`src/rtl/fifo_wr_arbiter.sv`:
```
// Round-robin arbiter sharing one FIFO write port between NUM_REQ producers.
// The owner holds its grant for up to MAX_BURST writes, then the grant rotates. A full FIFO stalls the owner without rotating.
module fifo_wr_arbiter #(
   parameter int NUM_REQ   = 4,
   parameter int DATAWIDTH = 8,
   parameter int MAX_BURST = 4
) (
   input  logic                           clk,
   input  logic                           reset,
   input  logic [NUM_REQ-1:0]             req,
   input  logic [NUM_REQ*DATAWIDTH-1:0]   req_data,
   input  logic                           fifo_full,
   output logic [NUM_REQ-1:0]             ack,
   output logic [NUM_REQ-1:0]             gnt,
   output logic [$clog2(NUM_REQ)-1:0]     gnt_id,
   output logic                           busy,
   output logic                           fifo_wr,
   output logic [DATAWIDTH-1:0]           fifo_din
);

   localparam int IW = $clog2(NUM_REQ);
   localparam int CW = $clog2(MAX_BURST + 1);

   typedef enum logic {IDLE, GRANT} state_t;

   state_t          state_q, state_d;
   logic [IW-1:0]   owner_q, owner_d;
   logic [IW-1:0]   rr_ptr_q, rr_ptr_d;
   logic [CW-1:0]   burst_q, burst_d;

   logic [IW-1:0]   next_owner;
   logic [IW-1:0]   scan_start;
   logic [IW:0]     pos;
   logic            sel_vld;
   logic [IW-1:0]   sel_idx;
   logic            release_now;

   always_ff @(posedge clk) begin
      if (reset) begin
         state_q  <= IDLE;
         owner_q  <= '0;
         rr_ptr_q <= '0;
         burst_q  <= '0;
      end else begin
         state_q  <= state_d;
         owner_q  <= owner_d;
         rr_ptr_q <= rr_ptr_d;
         burst_q  <= burst_d;
      end
   end

   assign busy     = (state_q == GRANT);
   assign gnt      = busy ? (NUM_REQ'(1) << owner_q) : '0;
   assign gnt_id   = busy ? owner_q : '0;
   assign fifo_wr  = busy & req[owner_q] & ~fifo_full & ~reset;
   assign ack      = fifo_wr ? (NUM_REQ'(1) << owner_q) : '0;
   assign fifo_din = busy ? req_data[owner_q*DATAWIDTH +: DATAWIDTH] : '0;

   assign next_owner = (owner_q == IW'(NUM_REQ - 1)) ? '0 : owner_q + IW'(1);

   // Releasing scans from owner+1, so the old owner is seen last and only wins when alone.
   assign scan_start = busy ? next_owner : rr_ptr_q;

   always_comb begin
      sel_vld = 1'b0;
      sel_idx = '0;
      pos     = '0;
      for (int k = NUM_REQ - 1; k >= 0; k--) begin
         pos = {1'b0, scan_start} + (IW+1)'(k);
         if (pos >= (IW+1)'(NUM_REQ))
            pos = pos - (IW+1)'(NUM_REQ);
         if (req[pos[IW-1:0]]) begin
            sel_vld = 1'b1;
            sel_idx = pos[IW-1:0];
         end
      end
   end

   assign release_now = ~req[owner_q] | (fifo_wr & (burst_q == CW'(MAX_BURST - 1)));

   always_comb begin
      state_d  = state_q;
      owner_d  = owner_q;
      rr_ptr_d = rr_ptr_q;
      burst_d  = burst_q;
      case (state_q)
         IDLE: begin
            if (sel_vld) begin
               state_d = GRANT;
               owner_d = sel_idx;
               burst_d = '0;
            end
         end
         GRANT: begin
            if (release_now) begin
               rr_ptr_d = next_owner;
               burst_d  = '0;
               if (sel_vld)
                  owner_d = sel_idx;
               else
                  state_d = IDLE;
            end else if (fifo_wr) begin
               burst_d = burst_q + CW'(1);
            end
         end
         default: state_d = IDLE;
      endcase
   end

endmodule

```
`config.mk`:
```
export PLATFORM = sky130hd
export DESIGN_NAME = fifo_wr_arbiter
export DESIGN_NICKNAME = d
export VERILOG_FILES = /design/src/rtl/fifo_wr_arbiter.sv
export SDC_FILE = /design/constraint.sdc
export NUM_CORES = 1
export LEC_CHECK = 0
export BUFFER_PORTS_ARGS = -buffer_cell sky130_fd_sc_hd__buf_4
export CORE_MARGIN = 8
export CORE_UTILIZATION = 35
export DETAILED_ROUTE_END_ITERATION = 8
export MAX_ROUTING_LAYER = met4
export PLACE_DENSITY = 0.7
export SLEW_MARGIN = 10
export SYNTH_ARGS = -nofsm -noshare
export SYNTH_HDL_FRONTEND = slang
export SYNTH_SLANG_ARGS = --single-unit
```
`constraint.sdc`:
```
create_clock -name clk -period 2.95 [get_ports clk]
set_input_delay 0 -clock clk [delete_from_list [all_inputs] [get_ports clk]]
set_output_delay 0 -clock clk [all_outputs]
set_load 0.1 [all_outputs]
```
==> out/metrics.cfg <==
[finish]
drive_above_1_share_pct=49.32
syn_to_final_growth_pct=57.25
final_util_pct=56.29
nets=195
fillers=225
diodes=0

[floorplanning]
die_w_um=65.41
dieHeight_um=65.41
core_um2=2387
fp-row-count=18
die_area_um2=4278
ios=59
start_util_pct=35.80

[global_route]
grt_overflow_total=0
grt_pass1_vias=936
antenna_found_initial=0
grt_pass1_wl_um=4395
grt_usage_pct=12.90
grt_max_degree=25

[critical_path]
r2r_cells=6
cp-start-kind=register
critPathLaunch=owner_q[1]
crit-reg2reg-launch=owner_q[1]
timing.rr.end=owner_q[0]
endpoint=owner_q[0]
r2r_slack_ps=910
worstSetupPathType=reg -> reg
crit_fanout=14
worst_ep_required_time_ps=3120
arrival_ps=2210
endpoint_kind=register

[logic_synthesis]
synth-seq-cells=8
synth_area_leaders=mux4_2 (24%), dfxtp_1 (19%), and2_1 (13%), ha_1 (8.8%), nor2_1 (3.5%)
yosys.area.top_type=mux4_2
ys_warn_count=0
ys_seq_area_share_pct=18.74
synth_cells=91
synth_top_area_share_pct=23.72
syn-cell-area_um2=854.6
synth_nets=136
synth_cell_types=31
avgSynthCellArea_um2=9.391

[clock_tree]
cts_made_buffers=3
cts_num_sinks=8
htree_levels=1
cts_tree=built
clockBufferDepth=2
clk_pin_slew_ps=60
cts_root_buf=clkbuf_4
clkLatencyLatePin_ps=250
post_cts_buffers=0
cts_resized=0

[detailed_routing]
drc=0
dr_total_vias=931
drtIter0Drc=35
vias_per_cell=5.230
drt_wl_total_um=2754
wl_per_cell_um=15.47
drtAntennaViolNets=0
drt-pass1-iter-count=4

[place]
hpwl_um=2323
numPortBuffers=58
gp_congestion=0.8167

[power]
ir_worst_vdd_v=0.0002728
powerDensity_nw_per_um2=427.9
cellLeakagePower_uw=0.0006260

[sta]
hold_violations=0
timing.final.crit_share_pct=69.32
fmax_mhz=489.0
relSlewSlack_pct=49.00
tightest_slew_ps=758.0
finClkSkew_ps=4.777
report.final.setup_viol=0
fin_setup_tns_ps=0
period_minus_slack_ps=2045
hold_slack_ps=70.37
maxSlewViolCount=0
rsz0062_at_grt=false

[worst_hold_path]
hold_class=in -> reg

[status]
run_status=finished, final reports clean

[flow_run]
cap_violations=0

-- flip-flops by register name, indices dropped and copies added (netlist names) --
register,cells
burst_q,3
rr_ptr_q,2
owner_q,2
busy,1
-- layout by cell type (no fill, tap or decap), types with 3 or more instances in the layout --
master / count
a21oi_1: 3
and2_1: 18
buf_4: 59
clkbuf_4: 3
dfxtp_1: 8
ha_1: 6
inv_1: 6
mux4_2: 9
nor2_1: 8
o31ai_1: 3
-- worst min-delay path by stage --
stage	to	slack, ps	depth (start not counted)	from
floorplan	busy	150	2	req[3]
global placement	owner_q[1]	250	2	reset
detailed placement	owner_q[1]	250	2	reset
CTS	busy	70	3	req[0]
global route	busy	110	3	req[0]
finish	busy	70	3	req[0]
-- synthesized netlist by cell type, drive strengths merged --
cell type   n
mux2i       2
o32ai       1
a21oi       3
dfxtp       8
nor2b       1
o2bb2ai     2
nand3b      1
inv         6
ha          6
nor3b       2
mux2        1
nand2b      2
nor4        1
o21bai      1
nor2        8
o21ai       1
o211a       1
a2111o      1
and3        2
nand2       1
or3b        1
a21boi      1
o31ai       3
nand3       1
a211o       1
buf         3
and2       18
clkbuf      3
mux4        9
-- cells by family (layout without fill, tap and decap cells) --
| logic type | Yosys count | in the layout | share of synthesized area, % |
|---|---|---|---|
| simple gates | 38 | 38 | 26.35 |
| compound gates | 15 | 15 | 13.32 |
| mux | 12 | 12 | 27.38 |
| buf+inv | 12 | 69 | 5.417 |
| flops | 8 | 8 | 18.74 |
| fa+ha+maj | 6 | 6 | 8.785 |
-- where the power goes --
group | switching [uW] | internal [uW]
Sequential | 16.5 | 116
Clock | 36.2 | 46.5
Combinational | 227 | 132
Total | 280 | 295
-- metal layers --
layer  vias to the layer above  wire (um)  global-route usage [%]
met5                         -          0                       -
met4                         0         21                   4.087
met3                         4        258                   2.891
met2                        50       1147                   20.42
met1                       429       1328                   15.90
li1                        448          -                       -
-- what timing repair did --
| item | 4_1_cts | 5_1_grt |
|---|---|---|
| setup endpoints to repair | 0 | 0 |
| endpoints found under the hold margin | 4 | 0 |
| hold buffers | 1 | 0 |
-- through the flow --
stage	worst slack, ps	power [uW]	std cells	area (um^2)
global placement	979.6	491.5	174	1311
global route	671.9	603.1	178	1344
CTS	880.2	581.9	178	1344
finish	905.1	575.0	178	1344
floorplan	370.7	399.5	91	855.8
detailed placement	888.7	496.3	174	1311
-- layout make-up --
| class | count | area [um^2] | area share (%) |
|---|---|---|---|
| timing repair buffer | 60 | 452.9 | 33.71 |
| inverter | 6 | 22.52 | 1.676 |
| clock buffer | 3 | 22.52 | 1.676 |
| multi-input combinational | 71 | 648.1 | 48.23 |
| tap | 30 | 37.54 | 2.793 |
| sequential | 8 | 160.2 | 11.92 |
-- worst max-delay path: stages, from the launching register on --
cell and delay (ps):
dfxtp_1 640, inv_1 130, ha_1 330, nor3b_1 290, o32ai_1 140, a2111o_1 360
o31ai_1 70
No activity file was read; power rests on OpenSTA's default activity.
